--- config.mk ---
export PLATFORM = sky130hd
export DESIGN_NAME = operand_fetch_stage
export DESIGN_NICKNAME = d
export VERILOG_FILES = /design/src/rtl/operand_fetch_stage_pkg.sv /design/src/rtl/operand_fetch_stage_operand_capture.sv /design/src/rtl/operand_fetch_stage.sv
export SDC_FILE = /design/constraint.sdc
export NUM_CORES = 1
export LEC_CHECK = 0
export ABC_AREA = 1
export BUFFER_PORTS_ARGS = -buffer_cell sky130_fd_sc_hd__clkbuf_2
export CAP_MARGIN = 25
export CORE_AREA = 4 4 165 167
export CTS_CLUSTER_DIAMETER = 80
export CTS_CLUSTER_SIZE = 25
export DETAILED_ROUTE_END_ITERATION = 8
export DIE_AREA = 0 0 169 171
export GPL_TIMING_DRIVEN = 0
export PLACE_DENSITY = 0.61
export SETUP_SLACK_MARGIN = 0.4
export SYNTH_ARGS = -nofsm -noshare
export SYNTH_HDL_FRONTEND = slang
export SYNTH_HIERARCHICAL = 1
export SYNTH_SLANG_ARGS = --single-unit
--- constraint.sdc ---
create_clock -name clk -period 2.18 [get_ports clk]
set_input_delay 0.218 -clock clk [delete_from_list [all_inputs] [get_ports clk]]
set_output_delay 0.218 -clock clk [all_outputs]
set_load 0.1 [all_outputs]
--- src/rtl/operand_fetch_stage_pkg.sv ---
// Shared definitions for the operand-fetch stage.
//   opf_state_e : fetch sequencer states (IDLE -> ISSUE -> CAPTURE -> HOLD)
//   ZERO_REG    : architectural x0 index
//   port_live() : true when a source operand must be fetched from the register file
package operand_fetch_stage_pkg;

    typedef enum logic [1:0] {
        OPF_IDLE    = 2'd0,
        OPF_ISSUE   = 2'd1,
        OPF_CAPTURE = 2'd2,
        OPF_HOLD    = 2'd3
    } opf_state_e;

    localparam logic [4:0] ZERO_REG = 5'd0;

    // x0 is writable in the register file, so it is never read; it is forced to zero instead.
    function automatic logic port_live(input logic use_rs, input logic [4:0] idx);
        return use_rs && (idx != ZERO_REG);
    endfunction

endpackage

--- src/rtl/operand_fetch_stage_operand_capture.sv ---
// opf_operand_capture: one 32-bit source-operand latch.
//   clk, reset   : clock, synchronous active-high reset (operand cleared)
//   issue_en     : stage is in ISSUE; operand preset to bypass data or zero
//   bypass_hit   : writeback supplies this operand in the ISSUE cycle
//   bypass_data  : writeback data
//   capture_en   : stage is in CAPTURE; registered rf data is valid
//   live         : operand is used and not x0
//   rf_dout      : registered register-file read data
//   operand      : held operand value
module opf_operand_capture (
    input  logic        clk,
    input  logic        reset,
    input  logic        issue_en,
    input  logic        bypass_hit,
    input  logic [31:0] bypass_data,
    input  logic        capture_en,
    input  logic        live,
    input  logic [31:0] rf_dout,
    output logic [31:0] operand
);

    // Remembers that the operand came from writeback, so CAPTURE must not overwrite it.
    logic bypassed;

    always_ff @(posedge clk) begin
        if (reset) begin
            operand  <= '0;
            bypassed <= 1'b0;
        end else if (issue_en) begin
            operand  <= bypass_hit ? bypass_data : '0;
            bypassed <= bypass_hit;
        end else if (capture_en && live && !bypassed) begin
            operand  <= rf_dout;
        end
    end

endmodule

--- src/rtl/operand_fetch_stage.sv ---
// operand_fetch_stage: single-entry operand fetch between decoder and execute.
// Accepts a decoded instruction, reads rs1/rs2 through register-file ports p0/p1,
// retries reads suppressed by rf_conflict, forces x0/unused operands to zero and
// presents the operand bundle to execute with a valid/ready handshake.
//   dec_*        : decoder handshake and instruction fields
//   rf_*_p0/p1   : register-file read ports (data registered, valid the cycle after the read)
//   rf_conflict  : register-file read/write conflict, reads this cycle suppressed
//   wb_*         : writeback mirror (used only with bypass enabled)
//   ex_*         : execute handshake and operand bundle
//   err_retry    : sticky, conflict retries exceeded MAX_RETRY
// Build option: define OPF_WB_BYPASS_EN to take matching writeback data directly in
// ISSUE instead of reading the port; the stage then ignores rf_conflict.
module operand_fetch_stage
    import operand_fetch_stage_pkg::*;
#(
    parameter int unsigned CTRL_W    = 16,
    parameter int unsigned MAX_RETRY = 7
) (
    input  logic              clk,
    input  logic              reset,
    input  logic              dec_valid,
    output logic              dec_ready,
    input  logic [4:0]        dec_rs1,
    input  logic [4:0]        dec_rs2,
    input  logic              dec_use_rs1,
    input  logic              dec_use_rs2,
    input  logic [4:0]        dec_rd,
    input  logic [31:0]       dec_imm,
    input  logic [CTRL_W-1:0] dec_ctrl,
    output logic [4:0]        rf_addr_p0,
    output logic              rf_re_p0,
    input  logic [31:0]       rf_dout_p0,
    output logic [4:0]        rf_addr_p1,
    output logic              rf_re_p1,
    input  logic [31:0]       rf_dout_p1,
    input  logic              rf_conflict,
    input  logic              wb_we,
    input  logic [4:0]        wb_addr,
    input  logic [31:0]       wb_data,
    output logic              ex_valid,
    input  logic              ex_ready,
    output logic [31:0]       ex_rs1_val,
    output logic [31:0]       ex_rs2_val,
    output logic [4:0]        ex_rd,
    output logic [31:0]       ex_imm,
    output logic [CTRL_W-1:0] ex_ctrl,
    output logic              err_retry
);

    localparam logic [7:0] RETRY_LIMIT = 8'(MAX_RETRY);

    opf_state_e  state, state_nxt;
    logic [4:0]  rs1_q, rs2_q;
    logic        use_rs1_q, use_rs2_q;
    logic [7:0]  retry_cnt;
    logic        live0, live1;
    logic        bypass0, bypass1;
    logic        read0, read1;
    logic        conflict_eff;
    logic        accept;
    logic        issue_en, capture_en;

    assign live0 = port_live(use_rs1_q, rs1_q);
    assign live1 = port_live(use_rs2_q, rs2_q);

`ifdef OPF_WB_BYPASS_EN
    assign bypass0      = live0 && wb_we && (wb_addr == rs1_q);
    assign bypass1      = live1 && wb_we && (wb_addr == rs2_q);
    assign conflict_eff = 1'b0;
    logic unused_conflict;
    assign unused_conflict = rf_conflict;
`else
    assign bypass0      = 1'b0;
    assign bypass1      = 1'b0;
    assign conflict_eff = rf_conflict;
    logic unused_wb;
    assign unused_wb = ^{wb_we, wb_addr, wb_data};
`endif

    assign read0      = live0 && !bypass0;
    assign read1      = live1 && !bypass1;
    assign rf_addr_p0 = rs1_q;
    assign rf_addr_p1 = rs2_q;
    assign accept     = dec_valid && dec_ready;

    always_comb begin
        state_nxt  = state;
        dec_ready  = 1'b0;
        rf_re_p0   = 1'b0;
        rf_re_p1   = 1'b0;
        ex_valid   = 1'b0;
        issue_en   = 1'b0;
        capture_en = 1'b0;
        case (state)
            OPF_IDLE: begin
                dec_ready = 1'b1;
                if (dec_valid) state_nxt = OPF_ISSUE;
            end
            OPF_ISSUE: begin
                rf_re_p0 = read0;
                rf_re_p1 = read1;
                issue_en = 1'b1;
                // Nothing to read: operands are already final (zero or bypassed).
                if (!read0 && !read1)  state_nxt = OPF_HOLD;
                else if (!conflict_eff) state_nxt = OPF_CAPTURE;
            end
            OPF_CAPTURE: begin
                capture_en = 1'b1;
                state_nxt  = OPF_HOLD;
            end
            OPF_HOLD: begin
                ex_valid  = 1'b1;
                dec_ready = ex_ready;
                if (ex_ready) state_nxt = dec_valid ? OPF_ISSUE : OPF_IDLE;
            end
            default: state_nxt = OPF_IDLE;
        endcase
    end

    always_ff @(posedge clk) begin
        if (reset) begin
            state     <= OPF_IDLE;
            rs1_q     <= '0;
            rs2_q     <= '0;
            use_rs1_q <= 1'b0;
            use_rs2_q <= 1'b0;
            ex_rd     <= '0;
            ex_imm    <= '0;
            ex_ctrl   <= '0;
            retry_cnt <= '0;
            err_retry <= 1'b0;
        end else begin
            state <= state_nxt;
            if (accept) begin
                rs1_q     <= dec_rs1;
                rs2_q     <= dec_rs2;
                use_rs1_q <= dec_use_rs1;
                use_rs2_q <= dec_use_rs2;
                ex_rd     <= dec_rd;
                ex_imm    <= dec_imm;
                ex_ctrl   <= dec_ctrl;
            end
            // Counter saturates at the limit; a further conflict flags the error
            // while retrying continues.
            if (state == OPF_ISSUE && (read0 || read1) && conflict_eff) begin
                if (retry_cnt == RETRY_LIMIT) err_retry <= 1'b1;
                else                          retry_cnt <= retry_cnt + 8'd1;
            end else begin
                retry_cnt <= '0;
            end
        end
    end

    opf_operand_capture u_cap_rs1 (
        .clk         (clk),
        .reset       (reset),
        .issue_en    (issue_en),
        .bypass_hit  (bypass0),
        .bypass_data (wb_data),
        .capture_en  (capture_en),
        .live        (live0),
        .rf_dout     (rf_dout_p0),
        .operand     (ex_rs1_val)
    );

    opf_operand_capture u_cap_rs2 (
        .clk         (clk),
        .reset       (reset),
        .issue_en    (issue_en),
        .bypass_hit  (bypass1),
        .bypass_data (wb_data),
        .capture_en  (capture_en),
        .live        (live1),
        .rf_dout     (rf_dout_p1),
        .operand     (ex_rs2_val)
    );

endmodule

* Word level (Yosys, flattened, before mapping)
Index checks and enable logic that the tools add are counted.
** Storage, ports and cells
- Register bits after elaboration :: 140
- Logic and storage cells :: 51
** Operators by class
- Add/subtract/negate cells :: 1
- Eq/ne operators :: 7
- Mux-type cells :: 12
- Bitwise logic cells :: 1
- Reduce and logical (&&, ||, !) cells :: 18
** Operator list (number)
- $reduce_bool 5->1 :: 2
- $add 8x1->8 const B :: 1
- $eq 8x3->1 const B :: 1
- $logic_and 1x1->1 :: 8
- $mux 2 :: 4
- $pmux 2 s4 :: 1
- $mux 1 :: 6
- $eq 2x2->1 const B :: 2
- $ne 2x2->1 const B :: 2
- $reduce_or 2->1 :: 2
- $ne 3x3->1 const B :: 1
- $reduce_and 3->1 :: 1
- $eq 2x1->1 const B :: 1
- $logic_not 1->1 :: 2
- $logic_not 2->1 :: 1
- $pmux 1 s2 :: 1
- $reduce_and 2->1 :: 1
- $logic_or 1x1->1 :: 1
- $not 1->1 :: 1

* Longest topological paths before layout
Gate-level depths: netlist of run 1.
- Depth after elaboration :: 7
- Gate-level depth with buffers :: 10
- Gate-level depth less buffers :: 9

* Modules after synthesis
The synthesis of run 1 kept the hierarchy.
** Modules (own cells, without submodules)
- opf_operand_capture :: instances 2, cells each 323, area an instance 2025.7 um^2, seq. area each 660.6 um^2
- operand_fetch_stage :: instances 1, cells each 383, area an instance 3618.5 um^2, seq. area each 1521.5 um^2

* Least setup slack after synthesis of run 1
No wires, ideal clock.
- Kind :: register to output
- From :: register rs1_q[3] (netlist: rf_addr_p0[3])
- To :: output port rf_re_p0
- Data arrival time :: 2.522 ns
- Path slack :: -0.560 ns
- Stages on the path, launching flop included :: 5
- Path buffers :: 0
- Path through :: dfxtp_1 inv_1 nand3_1 nand2_1 nor2_1
** Between the ends
- Cells in the longest elaborated chain, start to end :: 3
** RTL lines
- start: declaration :: line operand_fetch_stage.sv:53 : logic [4:0] rs1_q, rs2_q;
- start signal: assignment :: line operand_fetch_stage.sv:135 : rs1_q <= dec_rs1;
- $reduce_bool 5->1 :: line operand_fetch_stage_pkg.sv:18 : return use_rs && (idx != ZERO_REG);
- $logic_and 1x1->1 :: line operand_fetch_stage_pkg.sv:18
- $mux 1 :: line operand_fetch_stage.sv:94 : case (state)
- end: declaration :: line operand_fetch_stage.sv:31 : output logic rf_re_p0,
Every way passes these cells.

* Worst setup path after layout of run 1
- From :: register state[1]
- To :: output port dec_ready
** Between the ends
- Cells in the longest elaborated chain, start to end :: 2
** RTL lines
- start: declaration :: line operand_fetch_stage.sv:52 : opf_state_e state, state_nxt;
- start signal: assignment :: line operand_fetch_stage.sv:133 : state <= state_nxt;
- $eq 2x2->1 / $logic_not 2->1 (equally long branches) :: line operand_fetch_stage.sv:94
- $pmux 1 s2 * :: line operand_fetch_stage.sv:94
- end: declaration :: line operand_fetch_stage.sv:22 : output logic dec_ready,
Mark *: on every way between the ends. The rest lies on a longest branch, timed or not.

==> results of run 1 <==
-- metal layers --
metal  GRT usage (%)  routed length (um)
met2           27.35               11420
met4           5.075                 496
met1           20.79               10680
met3           5.453                2267
met5               0                   0
-- report_power, final --
| group | total (uW) | internal (uW) | switching (uW) |
|---|---|---|---|
| clock | 2990 | 1740 | 1250 |
| sequential | 3900 | 3410 | 490 |
| combinational | 12600 | 3180 | 9380 |
| total | 19500 | 8330 | 11100 |
-- worst paths after layout --
check             slack, ps                               to  cells past startpoint
setup / recovery        330                        dec_ready                      6
hold / removal           30  u_cap_rs2/bypassed$_SDFFE_PP0P_                      2
setup reg to reg        480          ex_imm[11]$_SDFFE_PP0P_                      8
hold reg to reg         460          ex_imm[14]$_SDFFE_PP0P_                      2
-- final cells by class --
| class | count | area [um2] | share of cell area (%) |
|---|---|---|---|
| Antenna cell | 1 | 2.502 | 0.02416 |
| Buffer | 76 | 683.2 | 6.596 |
| Clock buffer | 19 | 442.9 | 4.276 |
| Clock inverter | 13 | 152.6 | 1.474 |
| Inverter | 87 | 336.6 | 3.250 |
| Multi-Input combinational cell | 725 | 3889 | 37.55 |
| Sequential cell | 142 | 2863 | 27.64 |
| Tap cell | 335 | 419.2 | 4.047 |
| Timing Repair Buffer | 300 | 1569 | 15.15 |
-- cells by family after synthesis --
| logic type | count (synthesis) | share of synthesized area [%] |
|---|---|---|
| DFF | 142 | 37.06 |
| xor gates and xnor gates | 4 | 0.4569 |
| adders and majority gates | 5 | 0.8157 |
| AOI/OAI and AO/OA | 76 | 8.059 |
| buffers and inverters | 163 | 13.16 |
| and+or+nand+nor | 638 | 40.39 |
| other | 1 | 0.04889 |
-- cell usage in the layout, fill, tap and decap left out, drive strengths merged --
cell | netlist | layout
or2 | 1 | 1
dfxtp | 142 | 142
clkbuf | 16 | 334
xnor2 | 1 | 1
buf | 60 | 61
xor2 | 3 | 3
nand2 | 284 | 284
conb | 1 | 2
nand4 | 2 | 2
a211o | 1 | 1
ha | 5 | 5
nor2 | 149 | 149
o21ai | 4 | 4
a21oi | 70 | 70
diode | 0 | 1
bufinv | 0 | 2
o22ai | 1 | 1
inv | 87 | 93
clkinvlp | 0 | 5
nand3 | 202 | 202
-- registers in the layout, indices dropped and copies added, names as in the netlist, 5 cells and up --
| name | flops |
|---|---|
| ex_ctrl | 16 |
| ex_imm | 32 |
| ex_rd | 5 |
| retry_cnt | 8 |
| rf_addr_p0 | 5 |
| rf_addr_p1 | 5 |
| u_cap_rs1/operand | 32 |
| u_cap_rs2/operand | 32 |
-- metrics by stage --
stage                     util (%)  hold WS (ps)  total power, uW  instance area, um2  setup WS, ps
after global placement       37.34         446.2            16230                9619         157.2
after global routing         40.20         8.568            20560               10360         264.1
after detailed placement     37.34         454.2            16310                9619         161.0
after CTS                    40.05         8.435            19550               10320         288.5
after floorplan                  -         287.1            14230                7714         478.7
final                        40.20         33.72            19450               10360         329.9
-- repair_timing --
action / in CTS / in global routing
setup endpoints to repair: 35 / 60
buffers inserted: 2 / 1
pin swaps: 0 / 1
hold endpoints to repair: 0 / 0
resized for setup: 18 / 8
==> impl_results.html, run 1 <==
<table>
<tr><th>Metric</th><th>Value</th></tr>
<tr><th colspan="2">Layout</th></tr>
<tr><td>Layout Area Growth over Synthesis</td><td>35.04%</td></tr>
<tr><td>Nets@finish</td><td>around 1,500</td></tr>
<tr><td>Final instance count without filler cells</td><td>about 1,700</td></tr>
<tr><td>Count of filler cells inserted in the layout</td><td>approximately 2,700</td></tr>
<tr><td>Layout cell share with drive strength beyond 1</td><td>a little over two fifths</td></tr>
<tr><th colspan="2">Die</th></tr>
<tr><td>Total Die Area</td><td>28,900 um2</td></tr>
<tr><td>Starting density of the core</td><td>29.77%</td></tr>
<tr><td>X dimension of the die</td><td>between 150 and 200 um</td></tr>
<tr><td>Top-level I/O count</td><td>between 300 and 400</td></tr>
<tr><td>Number of rows in the core area</td><td>between 50 and 60</td></tr>
<tr><td>Die height</td><td>~170 um</td></tr>
<tr><td>Core outline area</td><td>about 26,000 um2</td></tr>
<tr><th colspan="2">Critical path</th></tr>
<tr><td>Source of the worst register-to-register timing path</td><td>state[0]$_SDFFE_PP0P_</td></tr>
<tr><td>Kind of cell adding the most delay to the critical path</td><td>buffers and inverters</td></tr>
<tr><td>Cells along the critical path</td><td>inv_4, ha_4, a21oi_4, buf_12, buf_12, clkbuf_16</td></tr>
<tr><td>Worst setup startpoint</td><td>state[1]$_SDFFE_PP0P_</td></tr>
<tr><td>Startpoint types</td><td>register</td></tr>
<tr><td>Highest-delay cell along the critical path</td><td>dfxtp_4</td></tr>
<tr><td>Worst path most repeated cell</td><td>buf_12</td></tr>
<tr><td>Arrival time of data at the critical path endpoint</td><td>~1600 ps</td></tr>
<tr><td>Largest fanout on the critical path</td><td>3</td></tr>
<tr><td>Class of the most critical setup path</td><td>reg -&gt; out</td></tr>
<tr><td>Slowest cell delay on critical path</td><td>between 300 and 400 ps</td></tr>
<tr><td>Worst setup EP type</td><td>output port</td></tr>
<tr><td>WP buf/inv</td><td>4</td></tr>
<tr><td>Critical path required time</td><td>between 1500 and 2000 ps</td></tr>
<tr><th colspan="2">Yosys</th></tr>
<tr><td>Share of the synthesized area in the top cell type</td><td>between 30 and 40%</td></tr>
<tr><td>Commonest cells post-synth</td><td>nand2_1 (225), nor2_1 (149), nand3_1 (143)</td></tr>
<tr><td>Predominant post-synthesis flop cell</td><td>dfxtp_1</td></tr>
<tr><td>Largest area contributor in the synthesized netlist</td><td>dfxtp_1</td></tr>
<tr><td>Dominant cells by area after synthesis</td><td>dfxtp_1 (37%), nand2_1 (11%), nand3_1 (9.3%)</td></tr>
<tr><td>Most frequent cell after synthesis</td><td>nand2_1</td></tr>
<tr><td>Mean instance size in the synthesized netlist</td><td>roughly 7.5 um2</td></tr>
<tr><td>Cell area after technology mapping</td><td>around 7700 um2</td></tr>
<tr><td>Number of synthesized register bits</td><td>~140</td></tr>
<tr><td>Post-Syn Instances</td><td>just over 1,000</td></tr>
<tr><td>Warnings, synthesis</td><td>6</td></tr>
<tr><td>Number of enable flip-flop cells after synthesis</td><td>0</td></tr>
<tr><td>Number of library cell types mapped by synthesis</td><td>28</td></tr>
<tr><td>Sequential fraction of the synthesis area</td><td>about 37%</td></tr>
<tr><td>Proportion of synthesized flip-flops having asynchronous set or reset</td><td>0%</td></tr>
<tr><th colspan="2">STA</th></tr>
<tr><td>Final critical-path share of the clock period</td><td>84.87%</td></tr>
<tr><td>Final setup skew</td><td>~14 ps</td></tr>
<tr><td>Setup Total Neg Slack</td><td>0 ps</td></tr>
<tr><td>Worst-margin pin slew</td><td>757.5 ps</td></tr>
<tr><td>Rel. slew slack</td><td>between 40 and 50%</td></tr>
<tr><td>Maximum frequency from static timing analysis</td><td>about 540 MHz</td></tr>
<tr><td>Clock period minus worst slack</td><td>around 1900 ps</td></tr>
<tr><td>Final Hold Viols</td><td>0</td></tr>
<tr><td>Unrepaired setup endpoints after global routing</td><td>true</td></tr>
<tr><td>Count of final setup violators</td><td>0</td></tr>
<tr><td>Final max-slew violation count</td><td>0</td></tr>
<tr><th colspan="2">Clocking</th></tr>
<tr><td>Maximum clock path buffer count</td><td>2</td></tr>
<tr><td>Clock root cell</td><td>clkbuf_16</td></tr>
<tr><td>Clock transition at the registers of the reported paths</td><td>70 ps</td></tr>
<tr><td>CTS H-tree depth</td><td>4</td></tr>
<tr><td>Cts hold-fix bufs</td><td>0</td></tr>
<tr><td>Clock network latency to the later pin of the worst-skew pair</td><td>about 420 ps</td></tr>
<tr><td>CTS sink cnt</td><td>between 100 and 150</td></tr>
<tr><td>Cts bufs inserted</td><td>17</td></tr>
<tr><td>Clock tree from TritonCTS</td><td>yes</td></tr>
<tr><th colspan="2">Power</th></tr>
<tr><td>Maximum ir drop on the vdd rail</td><td>roughly 1500 uV</td></tr>
<tr><td>Power Density</td><td>~1900 nW/um2</td></tr>
<tr><td>Leakage power summed over all cells</td><td>slightly above 0.005 uW</td></tr>
<tr><th colspan="2">Routing</th></tr>
<tr><td>Detailed-route wire length</td><td>24.86 mm</td></tr>
<tr><td>Drt initial violations</td><td>537</td></tr>
<tr><td>Detailed-route vias per instance</td><td>4.465</td></tr>
<tr><td>Drt drc</td><td>1</td></tr>
<tr><td>Drt first pass iters</td><td>9</td></tr>
<tr><td>Avg WL per Cell</td><td>around 15 um</td></tr>
<tr><td>DRT antenna net count</td><td>0</td></tr>
<tr><td>Vias post-DR</td><td>between 7,000 and 8,000</td></tr>
<tr><th colspan="2">Hold path</th></tr>
<tr><td>Beginning of the worst hold path</td><td>reset</td></tr>
<tr><td>Hold crit path type</td><td>in -&gt; reg</td></tr>
<tr><th colspan="2">Placed design</th></tr>
<tr><td>HPWL Detailed</td><td>19.44 mm</td></tr>
<tr><td>Global placer's final weighted congestion</td><td>0.9002</td></tr>
<tr><td>Total instance count after detailed placement</td><td>roughly 1,700</td></tr>
<tr><td>PortBufs</td><td>297</td></tr>
<tr><th colspan="2">Outcome</th></tr>
<tr><td>Violated checks</td><td>DRC</td></tr>
<tr><td>Status</td><td>complete, but fails checks</td></tr>
<tr><th colspan="2">GRT</th></tr>
<tr><td>All-layer global routing usage</td><td>between 10% and 20%</td></tr>
<tr><td>Wire length of the first global-routing pass</td><td>approximately 39 mm</td></tr>
<tr><td>Congestion Overflow GR</td><td>0</td></tr>
<tr><td>Vias in the first global route</td><td>7,355</td></tr>
<tr><td>Initial antenna violation count</td><td>1</td></tr>
<tr><td>Pin count of the biggest net entering global routing</td><td>17</td></tr>
<tr><th colspan="2">Run</th></tr>
<tr><td>Reported max-cap violation count</td><td>0</td></tr>
</table>
Power figures use the tool's default switching activity.
==> run 2: changes to the inputs <==
--- a/config.mk
+++ b/config.mk
@@ -5,16 +5,16 @@
 export SDC_FILE = /design/constraint.sdc
 export NUM_CORES = 1
 export LEC_CHECK = 0
-export ABC_AREA = 1
+export ABC_AREA = 0
 export BUFFER_PORTS_ARGS = -buffer_cell sky130_fd_sc_hd__clkbuf_2
 export CAP_MARGIN = 25
-export CORE_AREA = 4 4 165 167
+export CORE_AREA = 4 4 153 155
 export CTS_CLUSTER_DIAMETER = 80
 export CTS_CLUSTER_SIZE = 25
 export DETAILED_ROUTE_END_ITERATION = 8
-export DIE_AREA = 0 0 169 171
+export DIE_AREA = 0 0 157 159
 export GPL_TIMING_DRIVEN = 0
-export PLACE_DENSITY = 0.61
+export PLACE_DENSITY = 0.65
 export SETUP_SLACK_MARGIN = 0.4
 export SYNTH_ARGS = -nofsm -noshare
 export SYNTH_HDL_FRONTEND = slang
==> constraint.sdc (replaced) <==
create_clock -name clk -period 1.7 [get_ports clk]
set_input_delay 0.17 -clock clk [delete_from_list [all_inputs] [get_ports clk]]
set_output_delay 0.17 -clock clk [all_outputs]
set_load 0.1 [all_outputs]
==> impl_results.html, run 2 <==
<table>
<tr><th>Metric</th><th>Value</th></tr>
<tr><th colspan="2">Layout</th></tr>
<tr><td>Count of filler cells inserted in the layout</td><td>1,677 (was 2,673)</td></tr>
<tr><td>Most frequent standard cell in the layout excluding fill and tap cells</td><td>clkbuf_2 (unchanged)</td></tr>
<tr><td>Layout cell share with drive strength beyond 1</td><td>64.56% (was 43.91%)</td></tr>
<tr><td>Storage cell area</td><td>2884 um2 (was 2863 um2)</td></tr>
<tr><td>Area used by multi-input combinational logic</td><td>4174 um2 (was 3889 um2)</td></tr>
<tr><td>Most used cells in the layout excluding fill and tap cells</td><td>clkbuf_2 (166), dfxtp_1 (129), nor2_1 (71) (was clkbuf_2 (296), nand2_1 (223), nor2_1 (147))</td></tr>
<tr><td>Post-layout utilization of the core</td><td>58.10% (was 40.20%)</td></tr>
<tr><td>Nets@finish</td><td>1,290 (was 1,526)</td></tr>
<tr><td>Layout Area Growth over Synthesis</td><td>94.89% (was 35.04%)</td></tr>
<tr><td>Final instance count without filler cells</td><td>1,407 (was 1,698)</td></tr>
<tr><td>Largest registers</td><td>ex_imm (32), u_cap_rs1/operand (32), u_cap_rs2/operand (32) (unchanged)</td></tr>
<tr><th colspan="2">Critical path</th></tr>
<tr><td>Highest-delay cell along the critical path</td><td>or4_4 (was dfxtp_4)</td></tr>
<tr><td>Slowest cell delay on critical path</td><td>530 ps (was 380 ps)</td></tr>
<tr><td>Arrival time of data at the critical path endpoint</td><td>2400 ps (was 1630 ps)</td></tr>
<tr><td>Cells along the critical path</td><td>or4_4, o21a_4, nand3b_1, nand2_4, buf_6, a221oi_4 (was inv_4, ha_4, a21oi_4, buf_12, buf_12, clkbuf_16)</td></tr>
<tr><td>Critical path required time</td><td>2020 ps (was 1960 ps)</td></tr>
<tr><td>Worst setup startpoint</td><td>rf_addr_p0[1]$_SDFFE_PP0P_ (was state[1]$_SDFFE_PP0P_)</td></tr>
<tr><td>WP buf/inv</td><td>1 (was 4)</td></tr>
<tr><td>Worst setup EP type</td><td>register (was output port)</td></tr>
<tr><td>Largest fanout on the critical path</td><td>7 (was 3)</td></tr>
<tr><td>Source of the worst register-to-register timing path</td><td>rf_addr_p0[1]$_SDFFE_PP0P_ (was state[0]$_SDFFE_PP0P_)</td></tr>
<tr><td>Startpoint types</td><td>register (unchanged)</td></tr>
<tr><td>Class of the most critical setup path</td><td>reg -&gt; reg (was reg -&gt; out)</td></tr>
<tr><td>Kind of cell adding the most delay to the critical path</td><td>simple AND/OR/NAND/NOR gates (was buffers and inverters)</td></tr>
<tr><th colspan="2">Die</th></tr>
<tr><td>Starting density of the core</td><td>29.81% (was 29.77%)</td></tr>
<tr><td>Die height</td><td>159 um (was 171 um)</td></tr>
<tr><td>X dimension of the die</td><td>157 um (was 169 um)</td></tr>
<tr><td>Core outline area</td><td>21,820 um2 (was 25,760 um2)</td></tr>
<tr><td>Top-level I/O count</td><td>304 (unchanged)</td></tr>
<tr><td>Total Die Area</td><td>24,960 um2 (was 28,900 um2)</td></tr>
<tr><td>Number of rows in the core area</td><td>54 (was 59)</td></tr>
<tr><th colspan="2">STA</th></tr>
<tr><td>Rel. slew slack</td><td>45.15% (was 49.50%)</td></tr>
<tr><td>Final critical-path setup slack</td><td>-376.7 ps (was 329.9 ps)</td></tr>
<tr><td>Unrepaired setup endpoints after global routing</td><td>true (unchanged)</td></tr>
<tr><td>Final setup skew</td><td>11.42 ps (was 13.99 ps)</td></tr>
<tr><td>Final critical-path share of the clock period</td><td>122.2%</td></tr>
<tr><td>Count of final setup violators</td><td>88 (was 0)</td></tr>
<tr><td>Maximum frequency from static timing analysis</td><td>about 480 MHz</td></tr>
<tr><td>Final Hold Viols</td><td>0 (unchanged)</td></tr>
<tr><td>Final max-slew violation count</td><td>0 (unchanged)</td></tr>
<tr><td>Clock period minus worst slack</td><td>a little over 2000 ps</td></tr>
<tr><td>Worst-margin pin slew</td><td>822.8 ps (was 757.5 ps)</td></tr>
<tr><th colspan="2">Routing</th></tr>
<tr><td>Detailed-route wire length</td><td>28.61 mm (was 24.86 mm)</td></tr>
<tr><td>Drt first pass iters</td><td>4 (was 9)</td></tr>
<tr><td>Avg WL per Cell</td><td>20.33 um (was 14.64 um)</td></tr>
<tr><td>Drt drc</td><td>0 (was 1)</td></tr>
<tr><td>Drt initial violations</td><td>289 (was 537)</td></tr>
<tr><td>Detailed-route vias per instance</td><td>5.033 (was 4.465)</td></tr>
<tr><td>DRT antenna net count</td><td>0 (unchanged)</td></tr>
<tr><td>Vias post-DR</td><td>7,081 (was 7,581)</td></tr>
<tr><th colspan="2">Placed design</th></tr>
<tr><td>Global placer's final weighted congestion</td><td>0.8293 (was 0.9002)</td></tr>
<tr><td>Total instance count after detailed placement</td><td>1,247 (was 1,662)</td></tr>
<tr><td>PortBufs</td><td>297 (unchanged)</td></tr>
<tr><td>HPWL Detailed</td><td>17.53 mm (was 19.44 mm)</td></tr>
<tr><th colspan="2">GRT</th></tr>
<tr><td>Met1 usage</td><td>23.03% (was 20.79%)</td></tr>
<tr><td>Wire length of the first global-routing pass</td><td>41.95 mm (was 38.67 mm)</td></tr>
<tr><td>Congestion Overflow GR</td><td>0 (unchanged)</td></tr>
<tr><td>Pin count of the biggest net entering global routing</td><td>17 (unchanged)</td></tr>
<tr><td>Vias in the first global route</td><td>7,671 (was 7,355)</td></tr>
<tr><td>All-layer global routing usage</td><td>21.16% (was 16.62%)</td></tr>
<tr><td>Initial antenna violation count</td><td>1 (unchanged)</td></tr>
<tr><td>Most used routing layer in global routing</td><td>met2 (unchanged)</td></tr>
<tr><td>Met2 layer usage reported by global route</td><td>38.37% (was 27.35%)</td></tr>
<tr><td>Fraction of met3 tracks used by global routing</td><td>5.599% (was 5.453%)</td></tr>
<tr><th colspan="2">Yosys</th></tr>
<tr><td>Share of the synthesized area in the top cell type</td><td>43.69% (was 37.06%)</td></tr>
<tr><td>Warnings, synthesis</td><td>6 (unchanged)</td></tr>
<tr><td>Number of synthesized register bits</td><td>142 (unchanged)</td></tr>
<tr><td>Proportion of synthesized flip-flops having asynchronous set or reset</td><td>0% (unchanged)</td></tr>
<tr><td>Mean instance size in the synthesized netlist</td><td>9.725 um2 (was 7.454 um2)</td></tr>
<tr><td>Predominant post-synthesis flop cell</td><td>dfxtp_1 (unchanged)</td></tr>
<tr><td>Largest area contributor in the synthesized netlist</td><td>dfxtp_1 (unchanged)</td></tr>
<tr><td>Most frequent cell after synthesis</td><td>dfxtp_1 (was nand2_1)</td></tr>
<tr><td>Sequential fraction of the synthesis area</td><td>43.69% (was 37.06%)</td></tr>
<tr><td>Post-Syn Instances</td><td>669 (was 1,029)</td></tr>
<tr><td>Cell area after technology mapping</td><td>6506 um2 (was 7670 um2)</td></tr>
<tr><td>Number of enable flip-flop cells after synthesis</td><td>0 (unchanged)</td></tr>
<tr><td>Commonest cells post-synth</td><td>dfxtp_1 (142), nand2_1 (136), nor2_1 (72) (was nand2_1 (225), nor2_1 (149), nand3_1 (143))</td></tr>
<tr><td>Number of library cell types mapped by synthesis</td><td>39 (was 28)</td></tr>
<tr><td>Dominant cells by area after synthesis</td><td>dfxtp_1 (44%), a221oi_2 (13%), a22oi_2 (11%) (was dfxtp_1 (37%), nand2_1 (11%), nand3_1 (9.3%))</td></tr>
<tr><th colspan="2">Hold path</th></tr>
<tr><td>Beginning of the worst hold path</td><td>dec_use_rs2 (was reset)</td></tr>
<tr><td>Hold crit path type</td><td>in -&gt; reg (unchanged)</td></tr>
<tr><th colspan="2">Power</th></tr>
<tr><td>Maximum ir drop on the vdd rail</td><td>1372 uV (was 1462 uV)</td></tr>
<tr><td>Power Density</td><td>2212 nW/um2 (was 1878 nW/um2)</td></tr>
<tr><td>Leakage power summed over all cells</td><td>0.005196 uW (was 0.005063 uW)</td></tr>
<tr><th colspan="2">Clocking</th></tr>
<tr><td>Clock transition at the registers of the reported paths</td><td>70 ps (about the same)</td></tr>
<tr><td>CTS H-tree depth</td><td>4 (unchanged)</td></tr>
<tr><td>Clock root cell</td><td>clkbuf_16 (unchanged)</td></tr>
<tr><td>CTS sink cnt</td><td>142 (unchanged)</td></tr>
<tr><td>Clock network latency to the later pin of the worst-skew pair</td><td>420 ps (about the same)</td></tr>
<tr><td>Clock tree from TritonCTS</td><td>yes (unchanged)</td></tr>
<tr><td>Maximum clock path buffer count</td><td>2 (unchanged)</td></tr>
<tr><td>Cts bufs inserted</td><td>17 (unchanged)</td></tr>
<tr><th colspan="2">Outcome</th></tr>
<tr><td>Status</td><td>complete, but fails checks (unchanged)</td></tr>
<tr><td>Violated checks</td><td>setup timing (was DRC)</td></tr>
<tr><th colspan="2">Run</th></tr>
<tr><td>Reported max-cap violation count</td><td>0 (unchanged)</td></tr>
</table>
[run 2: cells by family (layout without fill, tap and decap cells)]
group	after synthesis	in the layout	share of synthesized area, %
compound gates	208	208	32.63
xor+xnor	6	6	0.8077
fa+ha+maj	5	5	0.9615
buf+inv	71	527	6.635
flops	142	142	43.69
mux	3	3	0.4616
other cells	1	3	0.05764
simple gates	233	233	14.75
[run 2: path summary, 6_finish.rpt]
path                                              to  slack [ps]  cells past startpoint
setup / recovery  u_cap_rs1/operand[25]$_SDFFE_PP0P_        -380                      6
hold / removal                use_rs2_q$_SDFFE_PP0P_          40                      3
setup reg to reg  u_cap_rs1/operand[25]$_SDFFE_PP0P_        -380                      6
hold reg to reg             ex_ctrl[11]$_SDFFE_PP0P_         480                      2
[run 2: area by class of cell]
class                      count  area share (%)
sequential                   142           22.75
antenna                        1         0.01974
inverter                       8          0.4737
clock inverter                12           1.076
buffer                        63           5.634
timing repair buffer         424           30.85
clock buffer                  20           3.523
tap                          280           2.763
multi-input combinational    457           32.92
[run 2: worst reg2reg max path, cell delays in order (launching register included)]
cell	delay [ps]
dfxtp_4	360
or4_4	530
o21a_4	240
nand3b_1	210
nand2_4	190
buf_6	180
a221oi_4	280
[run 2: power breakdown]
group | internal [uW] | switching, uW
registers | 4350 | 881
logic | 6590 | 12400
clock network | 2220 | 1590
total | 13200 | 14900
[run 2: per-layer routing]
metal / part of all wire, % / wire length, um / vias to the layer above
met5: 0 / 0 / -
met3: 7.7 / 2192 / 64
met1: 36 / 10420 / 3383
met2: 53 / 15030 / 326
met4: 3.4 / 962 / 0
li1: - / - / 3308
[run 2: per-stage QoR]
step | worst slack (ps) | total power [uW] | hold WS [ps] | area, um2 | TNS (ps)
finish | -376.7 | 28050 | 37.45 | 12680 | -22930
detailed placement | -445.8 | 19050 | 396.1 | 8551 | -39520
global route | -408.1 | 29080 | 15.97 | 12680 | -27980
CTS | -407.3 | 26780 | 1.829 | 12060 | -21670
floorplan | -241.1 | 16660 | 298.5 | 6714 | -15570
global placement | -455.9 | 18950 | 391.2 | 8551 | -37850
[run 2: what timing repair did]
item	4_1_cts	5_1_grt
gates resized for setup	402	193
setup endpoints to repair	274	207
buffers inserted	39	6
pin swaps	70	34
gates cloned	18	0
hold buffers	64	0
endpoints found under the hold margin	64	0
